<file path="src/rtl/noise_cdf_loader.sv">
// rtl/noise_cdf_loader.sv - streams a CDF threshold table from ROM into the noise generator
//
// Reads DEPTH entries from a ROM with fixed read latency ROM_LAT and presents each
// one to the noise generator through load_mem/location/mem_data. While streaming,
// it checks that the table is non-decreasing and records the first violation.
//
// Ports:
//   clk        clock
//   rstn       asynchronous active-low reset
//   start      load request, acted on only in IDLE or DONE
//   abort      cancels a load in progress
//   rom_rd_en  ROM read strobe
//   rom_addr   ROM read address
//   rom_data   ROM read data, valid ROM_LAT cycles after rom_rd_en
//   load_mem   an entry is presented this cycle
//   location   table index of the presented entry
//   mem_data   threshold value of the presented entry
//   busy       high in READ and DRAIN
//   done       whole table presented; held until the next start or reset
//   mono_err   sticky: table is not non-decreasing
//   err_index  index of the first entry smaller than its predecessor

module noise_cdf_loader #(
    parameter int DEPTH   = 128,
    parameter int WIDTH   = 64,
    parameter int ROM_LAT = 1
) (
    input  logic             clk,
    input  logic             rstn,
    input  logic             start,
    input  logic             abort,
    output logic             rom_rd_en,
    output logic [6:0]       rom_addr,
    input  logic [WIDTH-1:0] rom_data,
    output logic             load_mem,
    output logic [7:0]       location,
    output logic [WIDTH-1:0] mem_data,
    output logic             busy,
    output logic             done,
    output logic             mono_err,
    output logic [7:0]       err_index
);

    localparam logic [6:0] LAST_ADDR = 7'(DEPTH - 1);

    typedef enum logic [1:0] {
        IDLE  = 2'd0,
        READ  = 2'd1,
        DRAIN = 2'd2,
        DONE  = 2'd3
    } state_t;

    state_t state;
    state_t state_nxt;

    // One stage per cycle of ROM latency; the last stage lines up with rom_data.
    logic [ROM_LAT-1:0] pipe_vld;
    logic [6:0]         pipe_addr [ROM_LAT];
    logic [WIDTH-1:0]   prev_data;

    logic in_load;
    logic kill;
    logic launch;
    logic ret_vld;
    logic [6:0] ret_addr;
    logic pipe_empty;

    assign in_load    = (state == READ) || (state == DRAIN);
    assign kill       = abort && in_load;
    // abort wins over start when both arrive in IDLE/DONE
    assign launch     = start && !abort && ((state == IDLE) || (state == DONE));
    assign ret_vld    = pipe_vld[ROM_LAT-1] && !kill;
    assign ret_addr   = pipe_addr[ROM_LAT-1];
    // No read being issued and nothing in flight.
    assign pipe_empty = !rom_rd_en && (pipe_vld == '0);

    always_comb begin
        state_nxt = state;
        case (state)
            IDLE, DONE: begin
                if (launch) state_nxt = READ;
            end
            READ: begin
                if (abort)                       state_nxt = IDLE;
                else if (rom_addr == LAST_ADDR)  state_nxt = DRAIN;
            end
            DRAIN: begin
                if (abort)           state_nxt = IDLE;
                else if (pipe_empty) state_nxt = DONE;
            end
            default: state_nxt = IDLE;
        endcase
    end

    always_ff @(posedge clk or negedge rstn) begin
        if (!rstn) begin
            state     <= IDLE;
            rom_rd_en <= 1'b0;
            rom_addr  <= '0;
            busy      <= 1'b0;
            done      <= 1'b0;
        end else begin
            state     <= state_nxt;
            // Status outputs are registered from the next state so they line up
            // with the state they describe.
            rom_rd_en <= (state_nxt == READ);
            busy      <= (state_nxt == READ) || (state_nxt == DRAIN);
            done      <= (state_nxt == DONE);
            if (launch) begin
                rom_addr <= '0;
            end else if ((state == READ) && !abort && (rom_addr != LAST_ADDR)) begin
                rom_addr <= rom_addr + 7'd1;
            end
        end
    end

    always_ff @(posedge clk or negedge rstn) begin
        if (!rstn) begin
            pipe_vld <= '0;
            for (int i = 0; i < ROM_LAT; i++) pipe_addr[i] <= '0;
        end else if (kill) begin
            pipe_vld <= '0;
        end else begin
            pipe_vld[0]  <= rom_rd_en;
            pipe_addr[0] <= rom_addr;
            for (int i = 1; i < ROM_LAT; i++) begin
                pipe_vld[i]  <= pipe_vld[i-1];
                pipe_addr[i] <= pipe_addr[i-1];
            end
        end
    end

    always_ff @(posedge clk or negedge rstn) begin
        if (!rstn) begin
            load_mem  <= 1'b0;
            location  <= '0;
            mem_data  <= '0;
            prev_data <= '0;
            mono_err  <= 1'b0;
            err_index <= '0;
        end else begin
            load_mem <= ret_vld;
            if (ret_vld) begin
                location  <= {1'b0, ret_addr};
                mem_data  <= rom_data;
                prev_data <= rom_data;
            end
            if (launch) begin
                mono_err  <= 1'b0;
                err_index <= '0;
            end else if (ret_vld && (ret_addr != 7'd0) && (rom_data < prev_data) && !mono_err) begin
                // Only the first violation is recorded; the load carries on.
                mono_err  <= 1'b1;
                err_index <= {1'b0, ret_addr};
            end
        end
    end

endmodule

</file>
<file path="config.mk">
export PLATFORM = sky130hd
export DESIGN_NAME = noise_cdf_loader
export DESIGN_NICKNAME = d
export VERILOG_FILES = /design/src/rtl/noise_cdf_loader.sv
export SDC_FILE = /design/constraint.sdc
export NUM_CORES = 1
export LEC_CHECK = 0
export CAP_MARGIN = 20
export CORE_AREA = 2 2 117 119
export CTS_CLUSTER_DIAMETER = 150
export DETAILED_ROUTE_END_ITERATION = 12
export DIE_AREA = 0 0 119 121
export PLACE_DENSITY = 0.71
export SLEW_MARGIN = 20
export SYNTH_ARGS = -nofsm -noshare
export SYNTH_HDL_FRONTEND = slang
export SYNTH_SLANG_ARGS = --single-unit
export TNS_END_PERCENT = 50
</file>
<file path="constraint.sdc">
create_clock -name clk -period 5 [get_ports clk]
set_clock_uncertainty 0.1 [all_clocks]
set_input_delay 1 -clock clk [delete_from_list [all_inputs] [get_ports clk]]
set_output_delay 1 -clock clk [all_outputs]
set_load 0.05 [all_outputs]
</file>
* Word level (Yosys, flattened, before mapping) *
Index checks and enable logic that the tools add are counted.

word-level totals
  word-level logic and storage cells = 58
  bits in latches = 0
  bits in writable memories = 0
  ROM bits = 0
  bits of input ports = 68
  output and inout port bits = 92
  memories = 0
  bits in registers = 101

cells by class
  div/mod/pow operators = 0
  multiply operators = 0
  reductions and logical operators = 22
  $lt $le $gt $ge = 1
  multiplexer cells = 13
  add/sub/neg operators = 1
  shifts and indexed selects = 0
  equal/unequal tests = 8
  bitwise logic cells = 1

operator list
  cell                                           number
  less-than comparator 64 bit                    1
  two-way mux 8 bit                              2
  two-way mux 7 bit                              2
  logical AND 1 bit                              10
  two-way mux 2 bit                              5
  == test 2 bit, second input constant           4
  adder 7 x 1 -> 7 bit, second input constant    1
  == test 7 bit, second input constant           1
  inequality test 7 bit, second input constant   1
  nonzero test 7 bit                             1
  one-hot mux 2 bit (3 select lines)             1
  == test 2 x 1 -> 1 bit, second input constant  2
  logical NOT 1 bit                              4
  nonzero test 2 bit                             2
  logical OR 1 bit                               3
  two-way mux 1 bit                              3
  logical NOT 2 bit                              1
  OR reduction 2 bit                             1
  NOT 1 bit                                      1

* Longest topological paths before layout *
Gate-level depths: netlist of the first run.

  depth after elaboration = 10
  mapped depth = 9
  mapped depth without buffers = 9

* Worst setup path after synthesis of the first run *
Ideal clock, no wire load.

  path type = input-to-reg
  start = input port rom_data[2]
  end = register err_index[0]
  data arrival time = 2.849 ns
  slack = 1.972 ns
  setup time = 0.079 ns
  cell stages on the path = 8
  path buffers = 0
  data required time = 4.821 ns
  cells stage by stage = ha_1 > a21o_1 > a21oi_2 > a2111oi_2 > o31ai_2 > a2111oi_4 > nor4_4 > mux2i_1

on the way
  longest elaborated chain between the ends = 4

RTL lines
  what                            RTL line  source
  from (decl)                     34        input logic [WIDTH-1:0] rom_data,
  less-than comparator 64 bit     151       end else if (ret_vld && (ret_addr != 7'd0) && (rom_data < prev_data) && !mono_err) begin
  logical AND 1 bit (2 in a row)  151
  nonzero test 2 bit (no line)    --
  to (signal assigned)            154       err_index <= {1'b0, ret_addr};
  to (decl)                       41        output logic [7:0] err_index

No other way between the ends.
A chain may end at the register's enable or synchronous reset.

* Final worst setup path of the first run *
  start = input port rom_data[35]
  end = register err_index[6]

The elaborated chain is that of the path after synthesis.

==> results of run 1 <==
==> synth_stat cells <==
cell	instances
nor4_4	1
o21a_1	4
a2111oi_2	1
nor4_1	1
and2_1	1
xor2_1	3
nand2_1	95
nor4b_1	1
a221oi_1	1
a21o_1	7
o31ai_2	1
inv_2	2
nor3_1	6
xnor2_1	1
a221o_1	2
o21ai_1	21
clkbuf_1	16
a211oi_2	1
a31oi_1	2
o211ai_2	1
conb_1	1
nand4_1	12
buf_4	2
a2111oi_4	1
or3_1	1
dfrtp_1	100
and4_1	2
and2_0	1
o2bb2ai_1	1
a21oi_2	1
nor2_1	15
ha_1	68
o22ai_1	1
inv_1	68
a221oi_2	1
mux2_2	15
and3_1	1
o2111ai_1	1
nor2b_1	2
o21ai_0	49
nand3_1	10
mux2i_1	8
a211oi_1	2
a21oi_1	27
==> routing by layer <==
layer  track usage [%]  routed length [microns]  vias up  part of all wire [%]
met5                 0                        0        -                     0
met4             7.664                      246        0                   1.9
met3             4.558                      789       19                   5.9
met2             30.85                     6271      133                    47
met1             24.53                     5969     2139                    45
li1                  -                        -     2203                     -
==> path summary, 6_finish.rpt <==
check	endpoint	cells after the start	slack (ps)
max in group asynchronous	mem_data[63]$_DFFE_PN0P_	2	3130
min in group asynchronous	mem_data[30]$_DFFE_PN0P_	1	660
max reg2reg	mem_data[1]$_DFFE_PN0P_	8	2300
min	location[6]$_DFFE_PN0P_	1	410
min reg2reg	location[6]$_DFFE_PN0P_	1	410
max	err_index[6]$_DFFE_PN0P_	9	1590
==> worst max-delay path: cells and delay by family <==
| family | cells | cell delay (ps) |
|---|---|---|
| buffers and inverters | 1 | 440 |
| muxes | 1 | 270 |
| adders and majority gates | 1 | 330 |
| AOI/OAI and AO/OA | 4 | 870 |
| and+or+nand+nor | 2 | 660 |
==> cells by family after synthesis <==
| family | after synthesis | share of synthesized area, % |
|---|---|---|
| xor gates and xnor gates | 4 | 0.6501 |
| AOI/OAI and AO/OA | 125 | 13.95 |
| and+or+nand+nor | 149 | 12.23 |
| muxes | 23 | 4.619 |
| other | 1 | 0.06957 |
| buffers and inverters | 88 | 6.267 |
| adders and majority gates | 68 | 15.78 |
| DFF | 100 | 46.43 |
==> through the flow <==
stage	hold WS (ps)	cells	cell area (sq um)	setup slack (ps)	utilization (%)
2_1_floorplan	420.5	559	5394	1972	-
3_3_place_gp	392.1	877	7144	1317	54.60
3_5_place_dp	394.6	877	7144	1244	54.60
4_1_cts	415.2	893	7458	1577	57.00
5_1_grt	422.3	893	7458	1416	57.00
6_report	412.7	893	7458	1595	57.00
==> power groups by stage <==
stage | Sequential (mW) | Clock [mW] | Combinational (mW)
2_1_floorplan | 2.28 | 0 | 0.947
3_3_place_gp | 1.31 | 0 | 2.81
3_5_place_dp | 1.32 | 0 | 2.86
4_1_cts | 1.31 | 0.767 | 2.88
5_1_grt | 1.35 | 0.799 | 3.09
6_report | 1.30 | 0.750 | 2.85
==> final cells by class <==
cell class	count	area [sq um]
inverter	70	264.0
clock inverter	7	88.84
tap	176	220.2
timing repair buffer	160	1604
multi-input combinational	371	2554
fill	1149	5627
sequential	100	2502
clock buffer	9	225.2
==> registers in the layout, indices dropped and copies added, names as in the netlist, 2 cells and up <==
name and flops:
mem_data 64, err_index 7, location 7, pipe_addr 7
rom_addr 7, state 2
==> reports/results.ini, run 1 <==
[route]
ant_nets=0
wirelength_microns=13280
viasPerCell=5.032
routedWlPerCell_microns=14.87
drt_iter0_drc=181
route.detailed.drc=0
first_pass_iters=4
num_vias=4494

[sta]
min_period_over_period_pct=68.11
rsz0062_at_grt=no
fin_crit_ps=3405
slew_headroom_pct=41.55
fin_setup_tns_ps=0
hold_violations=0
drv_slew=0
tightest_slew_ps=876.7
setup_viol=0
max_clock_freq_mhz=293.6

[final_layout]
layout_commonest_cell=clkdlybuf4s50_1
area_growth_pct=38.37
layout-drive-gt1-share_pct=6.276
antenna_cells=0
final_nets=848
final_cell_mix=156 x clkdlybuf4s50_1, 100 x dfrtp_1, 95 x nand2_1

[placement]
io_buffers=157
routabilityCongestion=0.8722
dp_hpwl_microns=10060

[floorplan]
initial_utilization_pct=41.19
rows=42
die_h_microns=121
core_sq_um=13090
die_area_sq_um=14400
fp.dieW_microns=119
ios=160

[run]
drv_cap=0

[grt]
track_usage_pct=19.02
grt_max_degree=66
grt-ovfl-total=0
first_global_vias=4493
antenna_found_initial=0
grt_pass1_wl_microns=21740

[critical_path]
startpoint=rom_data[35]
r2r_start=state[0]$_DFF_PN0_
cp-end-kind=register
crit_required_ps=5170
start_kind=input pin
crit_type=in -> reg
cp_slowest_cell=nor4_4
cp_slowest_stage_delay_ps=490
cp_max_fo=7
arrival_ps=3580
path_cells=clkdlybuf4s50_1, ha_1, and2_0, a221o_1, a221oi_2, o21a_1, o211ai_2, nor4_4, mux2i_1

[clock_network]
path_clk_slew_ps=80
ctsHoldBuffers=0
h-tree-depth=3
post_cts_resized=0
clk_path_buf_depth=2
cts_buffers=9
cts_root_buf=clkbuf_16
post_cts_buffers=0
cts_tree=done
clock_sink_count=100
clk_latency_ps=350

[worst_hold_path]
hold_start=location[6]$_DFFE_PN0P_
hold_class=reg -> reg

[power_and_ir_drop]
switching_share_pct=48.91
netSwitchingPower_mw=2.401
clock_power_share_pct=15.3
power_density_nw_per_um2=658.1
power_mw=4.908
ir_worst_vdd_v=0.0003267
pwr-share-comb_pct=58.2
p_leak_nw=3.369
p_int_mw=2.508
seqPwrFrac_pct=26.6

[yosys]
yosys-top-cells-area=dfrtp_1 46%, ha_1 16%, nand2_1 6.6%, inv_1 4.7%, o21ai_0 4.5%
postSynthAreaPerCell_sq_um=9.660
ys_seq_elements=100
yosysWarnings=0
synth.top_cell.area_share_pct=46.43
yosysSeqAreaShare_pct=46.43
synth_cell_type_count=44
syn_inst=558
syn_area_sq_um=5390
yosysTopAreaCell=dfrtp_1

[status]
status=completed

(Power assumes the default switching activity.)
==> run 2, diff against run 1 <==
--- a/config.mk
+++ b/config.mk
@@ -10,7 +10,7 @@
 export CTS_CLUSTER_DIAMETER = 150
 export DETAILED_ROUTE_END_ITERATION = 12
 export DIE_AREA = 0 0 119 121
-export PLACE_DENSITY = 0.71
+export PLACE_DENSITY = 0.74
 export SLEW_MARGIN = 20
 export SYNTH_ARGS = -nofsm -noshare
 export SYNTH_HDL_FRONTEND = slang
==> constraint.sdc (replaced) <==
create_clock -name clk -period 3.1 [get_ports clk]
set_clock_uncertainty 0.1 [all_clocks]
set_input_delay 0.62 -clock clk [delete_from_list [all_inputs] [get_ports clk]]
set_output_delay 0.62 -clock clk [all_outputs]
set_load 0.05 [all_outputs]
==> reports/results.ini, run 2 (same netlist as run 1, synthesis figures left out) <==
[sta]
setup_viol=0  ; unchanged
tightest_slew_ps=653.4  ; was 876.7 ps
max_clock_freq_mhz=341.4
fin_setup_tns_ps=0  ; unchanged
rsz0062_at_grt=no  ; unchanged
fin_crit_ps=2929
min_period_over_period_pct=94.49
drv_slew=0  ; unchanged
hold_violations=0  ; unchanged
slew_headroom_pct=56.28  ; was 41.55%

[power_and_ir_drop]
p_leak_nw=3.435  ; was 3.369 nW
netSwitchingPower_mw=3.835  ; was 2.401 mW
power_density_nw_per_um2=1058  ; was 658.1 nW/um^2
p_int_mw=4.167  ; was 2.508 mW
ir_worst_vdd_v=0.0005072  ; was 0.0003267 V
pwr-share-comb_pct=58.7  ; was 58.2%
seqPwrFrac_pct=26.2  ; was 26.6%
clock_power_share_pct=15.1  ; was 15.3%
power_mw=8.003  ; was 4.908 mW
switching_share_pct=47.93  ; was 48.91%

[route]
ant_nets=0  ; unchanged
viasPerCell=4.999  ; was 5.032
route.detailed.drc=0  ; unchanged
num_vias=4539  ; was 4494
first_pass_iters=7  ; was 4
wirelength_microns=13410  ; was 13280 microns
routedWlPerCell_microns=14.77  ; was 14.87 microns
drt_iter0_drc=248  ; was 181

[grt]
antenna_found_initial=0  ; unchanged
grt_max_degree=73  ; was 66
track_usage_pct=19.58  ; was 19.02%
first_global_vias=4804  ; was 4493
grt-ovfl-total=0  ; unchanged
grt_pass1_wl_microns=22540  ; was 21740 microns

[final_layout]
layout-drive-gt1-share_pct=8.060  ; was 6.276%
final_cell_mix=156 x clkdlybuf4s50_1, 100 x dfrtp_1, 95 x nand2_1  ; unchanged
area_growth_pct=40.30  ; was 38.37%
largest_reg_flops=64  ; unchanged
layout_commonest_cell=clkdlybuf4s50_1  ; unchanged
final_nets=863  ; was 848
antenna_cells=0  ; unchanged
num-fill-cells=1120  ; was 1149
largest_register=mem_data  ; unchanged

[clock_network]
post_cts_buffers=1  ; was 0
post_cts_resized=0  ; unchanged
cts_root_buf=clkbuf_16  ; unchanged
clock_sink_count=100  ; unchanged
clk_latency_ps=340  ; was 350 ps
cts_tree=done  ; unchanged
ctsHoldBuffers=0  ; unchanged
path_clk_slew_ps=70  ; was 80 ps
h-tree-depth=3  ; unchanged
clk_path_buf_depth=2  ; unchanged
cts_buffers=9  ; unchanged

[placement]
io_buffers=157  ; unchanged
dp_hpwl_microns=10460  ; was 10060 microns
routabilityCongestion=0.8285  ; was 0.8722

[critical_path]
crit_required_ps=3250  ; was 5170 ps
arrival_ps=3080  ; was 3580 ps
crit_type=in -> reg  ; unchanged
start_kind=input pin  ; unchanged
cp-end-kind=register  ; unchanged
cp_max_fo=7  ; unchanged
r2r_setup_slack_ps=510  ; was 2300 ps

[floorplan]
initial_utilization_pct=41.19  ; unchanged
rows=42  ; unchanged
die_area_sq_um=14400  ; unchanged
fp.dieW_microns=119  ; unchanged
die_h_microns=121  ; unchanged
core_sq_um=13090  ; unchanged
ios=160  ; unchanged

[status]
status=completed  ; unchanged

[run]
drv_cap=0  ; unchanged

[worst_hold_path]
hold_class=in -> async  ; was reg -> reg

run 2: power groups by stage:
| stage | Clock [mW] | Combinational [mW] | Sequential (mW) |
|---|---|---|---|
| after floorplan | 0 | 1.53 | 3.68 |
| after global placement | 0 | 4.59 | 2.11 |
| after detailed placement | 0 | 4.71 | 2.12 |
| after CTS | 1.24 | 4.74 | 2.11 |
| after global routing | 1.31 | 5.10 | 2.16 |
| final | 1.21 | 4.70 | 2.10 |
run 2: area by class of cell:
type                       count  area, sq um  area share (%)
sequential                   100         2502           33.09
clock inverter                 6        88.84           1.175
multi-input combinational    371         2554           33.77
inverter                      70        264.0           3.491
tap                          176        220.2           2.912
timing repair buffer         175         1704           22.53
clock buffer                  10        229.0           3.028
run 2: critical path: stages:
cell and delay [ps]:
clkdlybuf4s50_1 440, ha_1 340, a21oi_1 170, nand2_1 70, a21o_1 190, o31ai_2 380
a2111oi_4 150, nor4_4 280, buf_4 210, mux2i_1 240
run 2: path summary, 6_finish.rpt:
path / startpoint / to / cells after the start
max in group asynchronous: rstn / mem_data[26]$_DFFE_PN0P_ / 2
min in group clk: location[2]$_DFFE_PN0P_ / location[2]$_DFFE_PN0P_ / 1
max reg2reg: mem_data[2]$_DFFE_PN0P_ / err_index[4]$_DFFE_PN0P_ / 10
min reg2reg: location[2]$_DFFE_PN0P_ / location[2]$_DFFE_PN0P_ / 1
max: rom_data[14] / err_index[4]$_DFFE_PN0P_ / 10
min: rstn / mem_data[34]$_DFFE_PN0P_ / 1
run 2: layer usage:
layer | GRT usage, % | wire (microns) | up-vias
li1 | - | - | 2240
met1 | 24.30 | 5887 | 2159
met2 | 33.26 | 6568 | 124
met3 | 5.357 | 783 | 16
met4 | 6.101 | 175 | 0
met5 | 0 | 0 | -
run 2: stage by stage:
| stage | instances | util, % | hold slack (ps) | area, sq um | worst slack [ps] |
|---|---|---|---|---|---|
| after floorplan | 559 | - | 224.4 | 5394 | 350.0 |
| after global placement | 891 | 55.31 | 391.7 | 7237 | -282.9 |
| after detailed placement | 891 | 55.31 | 393.4 | 7237 | -385.4 |
| after CTS | 908 | 57.79 | 166.2 | 7562 | 165.8 |
| after global routing | 908 | 57.79 | 184.6 | 7562 | 49.55 |
| final | 908 | 57.79 | 148.4 | 7562 | 170.7 |
==> run 3, diff against run 2 <==
--- a/config.mk
+++ b/config.mk
@@ -6,10 +6,10 @@
 export NUM_CORES = 1
 export LEC_CHECK = 0
 export CAP_MARGIN = 20
-export CORE_AREA = 2 2 117 119
+export CORE_AREA = 2 2 123 113
 export CTS_CLUSTER_DIAMETER = 150
 export DETAILED_ROUTE_END_ITERATION = 12
-export DIE_AREA = 0 0 119 121
+export DIE_AREA = 0 0 125 115
 export PLACE_DENSITY = 0.74
 export SLEW_MARGIN = 20
 export SYNTH_ARGS = -nofsm -noshare
==> reports/results.ini, run 3 (same netlist as run 1, synthesis figures left out) <==
[clock_network]
cts_buffers=9  ; unchanged
clk_path_buf_depth=2  ; unchanged
h-tree-depth=3  ; unchanged
ctsHoldBuffers=0  ; unchanged
path_clk_slew_ps=70  ; about the same
post_cts_buffers=0  ; was 1
clock_sink_count=100  ; unchanged
cts_root_buf=clkbuf_16  ; unchanged
clk_latency_ps=350  ; was 340 ps
post_cts_resized=0  ; unchanged
cts_tree=done  ; unchanged

[critical_path]
crit_required_ps=3270  ; was 3250 ps
r2r_setup_slack_ps=500  ; was 510 ps
arrival_ps=3100  ; was 3080 ps
start_kind=input pin  ; unchanged
r2r_start=mem_data[33]$_DFFE_PN0P_  ; was mem_data[2]$_DFFE_PN0P_
r2r_end=err_index[2]$_DFFE_PN0P_  ; was err_index[4]$_DFFE_PN0P_
crit_type=in -> reg  ; unchanged
cp-end-kind=register  ; unchanged
cp_max_fo=7  ; unchanged
ff2ff_path_depth=10  ; unchanged

[power_and_ir_drop]
p_leak_nw=3.414  ; was 3.435 nW
power_density_nw_per_um2=1049  ; was 1058 nW/um^2
netSwitchingPower_mw=3.874  ; was 3.835 mW
switching_share_pct=49.13  ; was 47.93%
p_int_mw=4.011  ; was 4.167 mW
ir_worst_vdd_v=0.0007861  ; was 0.0005072 V
pwr-share-comb_pct=59.4  ; was 58.7%
seqPwrFrac_pct=26.8  ; was 26.2%
clock_power_share_pct=13.8  ; was 15.1%

[placement]
io_buffers=157  ; unchanged
dp_hpwl_microns=10060  ; was 10460 microns
routabilityCongestion=0.8286  ; was 0.8285
dpl-instance-area_sq_um=7224  ; was 7237 sq um
pre_cts_slack_ps=-312.9  ; was -385.4 ps

[route]
viasPerCell=5.072  ; was 4.999
route.detailed.drc=0  ; unchanged
num_vias=4555  ; was 4539
first_pass_iters=4  ; was 7
drt_iter0_drc=222  ; was 248
ant_nets=0  ; unchanged
wirelength_microns=13280  ; was 13410 microns
routedWlPerCell_microns=14.78  ; was 14.77 microns

[sta]
tightest_slew_ps=801.2  ; was 653.4 ps
hold_violations=0  ; unchanged
rsz0062_at_grt=no  ; unchanged
slew_headroom_pct=46.59  ; was 56.28%
fin_ws_ps=176.9  ; was 170.7 ps
fin_crit_ps=2923  ; was 2929 ps
max_clock_freq_mhz=342.1  ; was 341.4 MHz
drv_slew=0  ; unchanged
timing.hold.ws_ps=232.0  ; was 148.4 ps
min_period_over_period_pct=94.29  ; was 94.49%
setup_viol=0  ; unchanged

[final_layout]
layout-drive-gt1-share_pct=7.945  ; was 8.060%
layout_commonest_cell=clkdlybuf4s50_1  ; unchanged
stdcell_area_sq_um=7515  ; was 7562 sq um
largest_reg_flops=64  ; unchanged
antenna_cells=0  ; unchanged
largest_register=mem_data  ; unchanged
final_cell_mix=156 x clkdlybuf4s50_1, 100 x dfrtp_1, 95 x nand2_1  ; unchanged
area_growth_pct=39.42  ; was 40.30%
final_nets=861  ; was 863

[grt]
antenna_found_initial=0  ; unchanged
grt_max_degree=95  ; was 73
grt_pass1_wl_microns=21850  ; was 22540 microns
track_usage_pct=18.72  ; was 19.58%
first_global_vias=4520  ; was 4804
grt-ovfl-total=0  ; unchanged

[floorplan]
rows=40  ; was 42
fp.dieW_microns=125  ; was 119 microns
die_h_microns=115  ; was 121 microns
core_sq_um=13110  ; was 13090 sq um
ios=160  ; unchanged
die_area_sq_um=14380  ; was 14400 sq um
initial_utilization_pct=41.11  ; was 41.19%

[run]
drv_cap=0  ; unchanged

[status]
status=completed  ; unchanged

[worst_hold_path]
hold_class=in -> async  ; unchanged

-- run 3: worst max path at each step --
stage | startpoint | endpoint | slack [ps] | depth (start not counted)
2_1_floorplan | mem_data[14]$_DFFE_PN0P_ | err_index[0]$_DFFE_PN0P_ | 350 | 9
3_3_place_gp | rom_data[2] | err_index[4]$_DFFE_PN0P_ | -270 | 9
3_5_place_dp | rom_data[2] | err_index[2]$_DFFE_PN0P_ | -310 | 9
4_1_cts | rom_data[2] | err_index[2]$_DFFE_PN0P_ | 50 | 9
5_1_grt | rom_data[33] | err_index[6]$_DFFE_PN0P_ | 70 | 10
6_report | rom_data[33] | err_index[2]$_DFFE_PN0P_ | 180 | 10
-- run 3: layout make-up --
class | count | area (sq um)
Tap cell | 168 | 210.2
Clock buffer | 9 | 225.2
Sequential cell | 100 | 2502
Timing Repair Buffer | 173 | 1702
Clock inverter | 7 | 57.56
Fill cell | 1131 | 5598
Inverter | 70 | 264.0
Multi-Input combinational cell | 371 | 2554
-- run 3: stage by stage --
step,TNS (ps),util (%),total power [mW],instances
2_1_floorplan,0,-,5.211,559
3_3_place_gp,-1852,55.10,6.698,881
3_5_place_dp,-2112,55.10,6.828,881
4_1_cts,0,57.25,7.964,897
5_1_grt,0,57.31,8.411,898
6_report,0,57.31,7.884,898
-- run 3: critical path, cell delays in order --
cell and delay [ps]:
clkdlybuf4s50_1 430, ha_1 330, a21o_1 160, a221o_1 330
a221oi_2 230, o21a_1 200, o211ai_2 120, nor4_4 260
buf_4 210, mux2i_1 210
-- run 3: layer usage --
metal / vias to the layer above / GRT usage (%) / part of all wire, %
met5: - / 0 / 0
met4: 0 / 4.667 / 1.4
met3: 18 / 6.654 / 7.2
met2: 143 / 31.41 / 47
met1: 2154 / 23.35 / 44
li1: 2240 / - / -
-- run 3: power groups by stage --
stage | sequential [mW] | combinational (mW) | clock (mW)
6_report | 2.11 | 4.69 | 1.09
5_1_grt | 2.18 | 5.06 | 1.17
4_1_cts | 2.12 | 4.72 | 1.13
3_5_place_dp | 2.13 | 4.70 | 0
3_3_place_gp | 2.11 | 4.59 | 0
2_1_floorplan | 3.68 | 1.53 | 0
